File: config.mk
export PLATFORM = sky130hd
export DESIGN_NAME = fmap_serializer_flat
export DESIGN_NICKNAME = d
export VERILOG_FILES = /design/src/rtl/fmap_serializer_pkg.sv /design/src/rtl/fmap_serializer_if.sv /design/src/rtl/fmap_serializer_idx_counter.sv /design/src/rtl/fmap_serializer.sv /design/src/flat_wrapper.sv
export SDC_FILE = /design/constraint.sdc
export NUM_CORES = 1
export LEC_CHECK = 0
export ABC_CLOCK_PERIOD_IN_PS = 1400
export BUFFER_PORTS_ARGS = -buffer_cell sky130_fd_sc_hd__buf_2
export CAP_MARGIN = 20
export CORE_ASPECT_RATIO = 0.9
export CORE_MARGIN = 3
export CORE_UTILIZATION = 42
export DETAILED_ROUTE_END_ITERATION = 6
export GPL_ROUTABILITY_DRIVEN = 1
export PLACE_DENSITY = 0.85
export SLEW_MARGIN = 10
export SYNTH_ARGS = -nofsm -noshare
export SYNTH_HDL_FRONTEND = slang
export SYNTH_SLANG_ARGS = --single-unit
File: constraint.sdc
create_clock -name clk -period 1.4 [get_ports clk]
set_input_delay 0.28 -clock clk [delete_from_list [all_inputs] [get_ports clk]]
set_output_delay 0.28 -clock clk [all_outputs]
set_load 0.1 [all_outputs]
File: src/rtl/fmap_serializer_pkg.sv
// Shared state type and index helpers for the feature-map serializer and deserializer.
// Both blocks use the same channel-major flat layout.
package fmap_pkg;

    typedef enum logic {
        IDLE   = 1'b0,
        STREAM = 1'b1
    } ser_state_t;

    // Width of an index into n items; at least one bit so that size-1 dimensions stay legal.
    function automatic int idx_w(input int n);
        return (n > 1) ? $clog2(n) : 1;
    endfunction

    // Bit offset of element (c, y, x) in the flat channel-major vector.
    function automatic int elem_off(input int c, input int y, input int x,
                                    input int h, input int w, input int width);
        return ((c * h + y) * w + x) * width;
    endfunction

endpackage

File: src/rtl/fmap_serializer_if.sv
// Tensor-in / beat-out bus of fmap_serializer.
// Handshake: a transfer happens on a clock edge where valid && ready. The sender holds valid and its
// payload stable until that edge. For in_*, the serializer is the receiver; for out_*, it is the sender.
interface fmap_serializer_if #(
    parameter int CH    = 1,
    parameter int H     = 1,
    parameter int W     = 1,
    parameter int WIDTH = 16,
    parameter int LANES = 1
);
    localparam int CW = fmap_pkg::idx_w(CH);
    localparam int YW = fmap_pkg::idx_w(H);
    localparam int XW = fmap_pkg::idx_w(W);

    logic [CH*H*W*WIDTH-1:0] in_vec;
    logic                    in_valid;
    logic                    in_ready;
    logic [LANES*WIDTH-1:0]  out_data;
    logic                    out_valid;
    logic                    out_ready;
    logic [CW-1:0]           out_ch;
    logic [YW-1:0]           out_y;
    logic [XW-1:0]           out_x;
    logic                    out_last;
    logic                    busy;

    modport master (
        output in_vec, in_valid, out_ready,
        input  in_ready, out_data, out_valid, out_ch, out_y, out_x, out_last, busy
    );

    modport slave (
        input  in_vec, in_valid, out_ready,
        output in_ready, out_data, out_valid, out_ch, out_y, out_x, out_last, busy
    );

endinterface

File: src/rtl/fmap_serializer_idx_counter.sv
// Nested x/y/ch beat counter: x steps by LANES and wraps into y, and y wraps into ch.
// last_o flags the final beat of the tensor.
module fmap_idx_counter
    import fmap_pkg::*;
#(
    parameter int CH    = 1,
    parameter int H     = 1,
    parameter int W     = 1,
    parameter int LANES = 1
) (
    input  logic                   clk,
    input  logic                   rst_n,
    input  logic                   clear_i,
    input  logic                   advance_i,
    output logic [idx_w(CH)-1:0]   ch_o,
    output logic [idx_w(H)-1:0]    y_o,
    output logic [idx_w(W)-1:0]    x_o,
    output logic                   last_o
);
    localparam int CW = idx_w(CH);
    localparam int YW = idx_w(H);
    localparam int XW = idx_w(W);

    logic [CW-1:0] ch_q, ch_d;
    logic [YW-1:0] y_q, y_d;
    logic [XW-1:0] x_q, x_d;
    logic          x_wrap, y_wrap, ch_wrap;

    assign x_wrap  = (int'(x_q) + LANES == W);
    assign y_wrap  = (int'(y_q) == H - 1);
    assign ch_wrap = (int'(ch_q) == CH - 1);

    always_ff @(posedge clk or negedge rst_n) begin
        if (!rst_n) begin
            ch_q <= '0;
            y_q  <= '0;
            x_q  <= '0;
        end else begin
            ch_q <= ch_d;
            y_q  <= y_d;
            x_q  <= x_d;
        end
    end

    // clear has priority: a tensor accepted on the last beat restarts at (0,0,0).
    always_comb begin
        ch_d = ch_q;
        y_d  = y_q;
        x_d  = x_q;
        if (clear_i) begin
            ch_d = '0;
            y_d  = '0;
            x_d  = '0;
        end else if (advance_i) begin
            if (x_wrap) begin
                x_d = '0;
                if (y_wrap) begin
                    y_d  = '0;
                    ch_d = ch_wrap ? '0 : ch_q + CW'(1);
                end else begin
                    y_d = y_q + YW'(1);
                end
            end else begin
                x_d = x_q + XW'(LANES);
            end
        end
    end

    assign ch_o   = ch_q;
    assign y_o    = y_q;
    assign x_o    = x_q;
    assign last_o = x_wrap && y_wrap && ch_wrap;

endmodule

File: src/rtl/fmap_serializer.sv
// Captures a flat channel-major feature map and streams it LANES elements per beat,
// tagging each beat with its (ch, y, x) position.
module fmap_serializer
    import fmap_pkg::*;
#(
    parameter int CH    = 1,
    parameter int H     = 1,
    parameter int W     = 1,
    parameter int WIDTH = 16,
    parameter int LANES = 1
) (
    input  logic                clk,
    input  logic                rst_n,
    fmap_serializer_if.slave    bus,
    output ser_state_t          dbg_state_o
);
    localparam int TOT = CH * H * W * WIDTH;
    localparam int CW  = idx_w(CH);
    localparam int YW  = idx_w(H);
    localparam int XW  = idx_w(W);

    if (W % LANES != 0) begin : g_lane_check
        $error("fmap_serializer: W must be a multiple of LANES");
    end

    ser_state_t    state_q, state_d;
    logic [TOT-1:0] buf_q;
    logic [CW-1:0] cnt_ch;
    logic [YW-1:0] cnt_y;
    logic [XW-1:0] cnt_x;
    logic          cnt_last;
    logic          stream, beat_hs, in_rdy, accept;

    assign stream  = (state_q == STREAM);
    assign beat_hs = stream && bus.out_ready;
    // A new tensor may overlap the final beat of the previous one, so streams run back to back.
    assign in_rdy  = !stream || (beat_hs && cnt_last);
    assign accept  = bus.in_valid && in_rdy;

    fmap_idx_counter #(
        .CH    (CH),
        .H     (H),
        .W     (W),
        .LANES (LANES)
    ) u_idx (
        .clk       (clk),
        .rst_n     (rst_n),
        .clear_i   (accept),
        .advance_i (beat_hs),
        .ch_o      (cnt_ch),
        .y_o       (cnt_y),
        .x_o       (cnt_x),
        .last_o    (cnt_last)
    );

    always_ff @(posedge clk or negedge rst_n) begin
        if (!rst_n) begin
            state_q <= IDLE;
        end else begin
            state_q <= state_d;
        end
    end

    always_ff @(posedge clk or negedge rst_n) begin
        if (!rst_n) begin
            buf_q <= '0;
        end else if (accept) begin
            buf_q <= bus.in_vec;
        end
    end

    always_comb begin
        state_d = state_q;
        case (state_q)
            IDLE:    if (accept) state_d = STREAM;
            STREAM:  if (beat_hs && cnt_last && !accept) state_d = IDLE;
            default: state_d = IDLE;
        endcase
    end

    always_comb begin
        bus.in_ready  = in_rdy;
        bus.out_valid = stream;
        bus.busy      = stream;
        bus.out_last  = stream && cnt_last;
        bus.out_ch    = cnt_ch;
        bus.out_y     = cnt_y;
        bus.out_x     = cnt_x;
        dbg_state_o   = state_q;
    end

    always_comb begin
        bus.out_data = '0;
        for (int i = 0; i < LANES; i++) begin
            bus.out_data[i*WIDTH +: WIDTH] =
                WIDTH'(buf_q >> elem_off(int'(cnt_ch), int'(cnt_y), int'(cnt_x) + i, H, W, WIDTH));
        end
    end

endmodule

File: src/flat_wrapper.sv
// flat-port wrapper written by rule: the top's interface ports become plain ports
module fmap_serializer_flat import fmap_pkg::*;
#(
    parameter int CH    = 1,
    parameter int H     = 1,
    parameter int W     = 1,
    parameter int WIDTH = 16,
    parameter int LANES = 1
)
  (clk, rst_n, dbg_state_o, bus_in_vec, bus_in_valid, bus_out_ready, bus_in_ready, bus_out_data, bus_out_valid, bus_out_ch, bus_out_y, bus_out_x, bus_out_last, bus_busy);
  fmap_serializer_if #(.CH(CH), .H(H), .W(W), .WIDTH(WIDTH), .LANES(LANES)) bus_i ();
  input  logic clk;
  input  logic rst_n;
  output ser_state_t dbg_state_o;
  input wire logic [$bits(bus_i.in_vec)-1:0] bus_in_vec;
  input wire logic [$bits(bus_i.in_valid)-1:0] bus_in_valid;
  input wire logic [$bits(bus_i.out_ready)-1:0] bus_out_ready;
  output wire logic [$bits(bus_i.in_ready)-1:0] bus_in_ready;
  output wire logic [$bits(bus_i.out_data)-1:0] bus_out_data;
  output wire logic [$bits(bus_i.out_valid)-1:0] bus_out_valid;
  output wire logic [$bits(bus_i.out_ch)-1:0] bus_out_ch;
  output wire logic [$bits(bus_i.out_y)-1:0] bus_out_y;
  output wire logic [$bits(bus_i.out_x)-1:0] bus_out_x;
  output wire logic [$bits(bus_i.out_last)-1:0] bus_out_last;
  output wire logic [$bits(bus_i.busy)-1:0] bus_busy;
  assign bus_i.in_vec = bus_in_vec;
  assign bus_i.in_valid = bus_in_valid;
  assign bus_i.out_ready = bus_out_ready;
  assign bus_in_ready = bus_i.in_ready;
  assign bus_out_data = bus_i.out_data;
  assign bus_out_valid = bus_i.out_valid;
  assign bus_out_ch = bus_i.out_ch;
  assign bus_out_y = bus_i.out_y;
  assign bus_out_x = bus_i.out_x;
  assign bus_out_last = bus_i.out_last;
  assign bus_busy = bus_i.busy;
  fmap_serializer #(.CH(CH), .H(H), .W(W), .WIDTH(WIDTH), .LANES(LANES)) u_core (.clk(clk), .rst_n(rst_n), .bus(bus_i), .dbg_state_o(dbg_state_o));
endmodule
### After elaboration in Yosys (flattened, before gate mapping)

Index checks and enable logic that the tools add are counted.
W data, S select, Z words.

* add/subtract/negate cells: 6
* equal/unequal tests: 2
* shifts and indexed selects: 1
* multiplexer cells: 15
* bitwise gates (word level): 3
* reduce and logical (&&, ||, !) cells: 14

Operator list (count)
* $eq A32 B2 Y1 const B: 1
* $shr A16 B32 Y16: 1
* $add A28 B2 Y28: 1
* $mux W1: 14
* $logic_and A1 B1 Y1: 7
* $reduce_bool A2 Y1: 2
* $add A1 B1 Y1 const B: 3
* $not A1 Y1: 3
* $reduce_and A3 Y1: 1
* $add A1 B1 Y2: 1
* $add A1 B1 Y2 const B: 1
* $logic_not A1 Y1: 2
* $ne A2 B1 Y1 const B: 1
* $pmux W1 S2: 1
* $reduce_and A2 Y1: 1
* $logic_or A1 B1 Y1: 1

* flip-flop bits (word level): 20
* input port bits: 20
* output and inout port bits: 24
* word-level logic and storage cells: 46

### Depth between registers and ports, before layout

* word-level depth: 11
* depth in mapped cells: 4
* depth with buffers taken out: 3

### Hierarchy

A second synthesis with hierarchy kept.

* cell total of the unflattened synthesis: 110
* area total of the unflattened synthesis: 1073.5 um2

By module, submodules not included
* fmap_serializer: instances 1, cells an instance 104, area an instance 1036.0 um2, sequential area each 425.4 um2
* fmap_idx_counter: instances 1, cells an instance 6, area an instance 37.5 um2, sequential area each 0.0 um2

### Worst setup path after synthesis

No wires, ideal clock.

* path kind: register -> output
* start: register u_core.state_q (netlist: u_core.bus.busy)
* end: output bus_out_last
* arrival: 1904 ps
* data required time: 1120 ps
* setup slack: -784 ps
* stages on the path, launching flop included: 2
* path buffers: 1
* cell sequence: dfrtp_1 > clkbuf_1

* cells in the longest elaborated chain, start to end: 1

Ends and longest elaborated chain
* start, declared: line fmap_serializer.sv:26 `ser_state_t state_q, state_d;`
* start signal, assigned: line fmap_serializer.sv:60 `state_q <= state_d;`
* $logic_and A1 B1 Y1: line fmap_serializer.sv:85 `bus.out_last = stream && cnt_last;`
* end, declared: line flat_wrapper.sv:24 `output wire logic [$bits(bus_i.out_last)-1:0] bus_out_last;`

No other way between the ends.

### Worst setup path in the final report

Ends and elaborated chain as after synthesis.

==> qor.yml <==
status:
  run_status: "finished clean"
run:
  cap_viol_max_count: 0
worst_setup_path:
  cp.arrival_ns: 1.11
  cp.required_ns: 1.12
  critPathKind: "flop to output pin"
  crit_path_start_kind: "flop"
  worstSetupEndpointType: "output pin"
  critPathMaxFanout: 4
logic_synthesis:
  synth_area_per_cell_um2: 13.35
  synthTopCellsByCount: "17 x clkbuf_1, 17 x dfrtp_1, 10 x mux2_4"
  synth_ff_type: "dfrtp_1"
  synth_cell_type_count: 10
  ys_warn_count: 0
  ys_ff_latch: 17
  synth-edff-count: 0
  yosys.area.top_type: "dfrtp_1"
  synth_cells: 60
  postSynth.asyncResetShare_pct: 100.0
  synth.cell_area_um2: 800.8
  ys_seq_area_share_pct: 53.13
  synth_top_area_share_pct: 53.13
  synth.area.top_cells: "dfrtp_1 53%, mux2_4 19%, mux2_2 8.4%"
clocking:
  clockBufferDepth: 2
  insertion_delay_ns: 0.29
  cts.sinks: 17
  numCtsBuffers: 3
  path_clk_slew_ns: 0.09
  cts_tree: "yes"
  h-tree-depth: 1
  cts_root_buf: "clkbuf_4"
route:
  wl_per_cell_um: 13.14
  num_vias: 476
  drtIter0Drc: 0
  drt_pass1_iterations: 1
  vias_per_cell: 4.367
  drc: 0
  routed_wl_um: 1432
  ant_nets: 0
sta:
  rsz0062_at_grt: "yes"
  fin_skew_ns: 0.003497
  setup_ws_ns: 0.01019
  setup_viol: 0
  hold_viol_final: 0
  layout_min_cycle_time_ns: 1.390
  slew_viol_final: 0
  min_period_over_period_pct: 99.27
  whs_ns: 0.2167
  fmax_ghz: 0.7195
finish:
  drive_gt1_share_pct: 75.29
  syn2layout_area_growth_pct: 32.50
  utilization_pct: 61.18
  finalInstanceArea_um2: 1061
  fin_nets: 106
  nFillCells: 135
  antenna_cells: 0
  regArea_um2: 429.2
  multi_input_area_um2: 261.5
power_and_ir_drop:
  p_leak_nw: 0.5577
  vdd_drop_max_mv: 0.9830
  total_power_mw: 1.778
  power.density_nw_per_um2: 1675
floorplan:
  core_area_um2: 1734
  initial_core_util_pct: 46.18
  num_io_pins: 44
  dieArea_um2: 2467
  die_w_um: 52.03
  die_h_um: 47.43
  num_rows: 14
global_routing:
  grt_max_degree: 18
  antenna_found_initial: 0
  grt_pass1_wl_um: 2083
  grt_use_total_pct: 11.71
  grt_pass1_vias: 495
  grt_overflow: 0
min_path:
  hold_path_class: "input port to flop"
place:
  portBuffers: 40
  gp_congestion: 0.6556
  place_ws_ns: 0.1210
  place_area_um2: 1003
  dp_hpwl_um: 1114
-- layout make-up --
type	count	area share (%)
Multi-Input combinational cell	22	24.65
Tap cell	24	2.830
Clock inverter	1	0.4717
Timing Repair Buffer	42	29.48
Clock buffer	3	2.123
Sequential cell	17	40.45
-- path summary, 6_finish.rpt --
path / start / end / slack [ns] / cells past startpoint
worst max register to register: u_core.bus.busy / u_core.buf_q[2] / 0.15 / 3
worst max-delay path: u_core.bus.busy / bus_out_last / 0.01 / 2
max in group asynchronous: rst_n / u_core.bus.busy / 0.67 / 2
min in group asynchronous: rst_n / u_core.buf_q[7] / 0.43 / 2
worst min register to register: u_core.buf_q[11] / u_core.buf_q[11] / 0.51 / 1
worst min-delay path: bus_in_vec[5] / u_core.buf_q[5] / 0.22 / 2
-- repair_timing --
item,in CTS,in global routing
buffers inserted,0,0
gates resized for setup,2,5
hold buffers,1,0
gates cloned,0,0
endpoints found under the setup margin,4,10
endpoints found under the hold margin,17,0
-- worst max-delay path, stage by stage, from the launching register on --
cell and delay [ns]:
dfrtp_4 0.51, buf_8 0.15, buf_12 0.16
-- metal layers --
| layer | global-route usage, % | up-vias | routed length, um |
|---|---|---|---|
| li1 | - | 220 | - |
| met1 | 13.17 | 229 | 514 |
| met2 | 20.80 | 25 | 790 |
| met3 | 2.181 | 2 | 111 |
| met4 | 7.853 | 0 | 15 |
| met5 | 0 | - | 0 |
-- placed cells by master (no fill, tap or decap), drive strengths merged --
cell | Yosys | layout
conb | 1 | 3
dfrtp | 17 | 17
nand2b | 1 | 1
buf | 6 | 36
clkbuf | 17 | 8
mux2 | 16 | 16
dlygate4sd3 | 0 | 1
nand2 | 1 | 1
clkinv | 0 | 1
or2b | 1 | 1
-- report_power, final --
group	internal [mW]	switching, mW	total [mW]
combinational	0.208	0.714	0.921
clock	0.106	0.149	0.256
sequential	0.562	0.0389	0.601
-- registers in the layout, indices dropped and copies added (netlist names) --
| register | flops |
|---|---|
| u_core.buf_q | 16 |
| u_core.bus.busy | 1 |
-- stage by stage --
step	cells	setup TNS, ns
CTS	109	-0.03754
finish	109	0
detailed placement	104	0
global route	109	-0.07819
global placement	104	0
floorplan	62	-3.577
-- cells by family (layout without fill, tap and decap cells) --
group | Yosys count | in the layout | synth area share, %
buffers and inverters | 23 | 46 | 15.16
flip-flops | 17 | 17 | 53.13
multiplexers | 16 | 16 | 27.19
AND/OR/NAND/NOR | 3 | 3 | 4.062
other | 1 | 3 | 0.4683
Power figures use the tool's default switching activity.
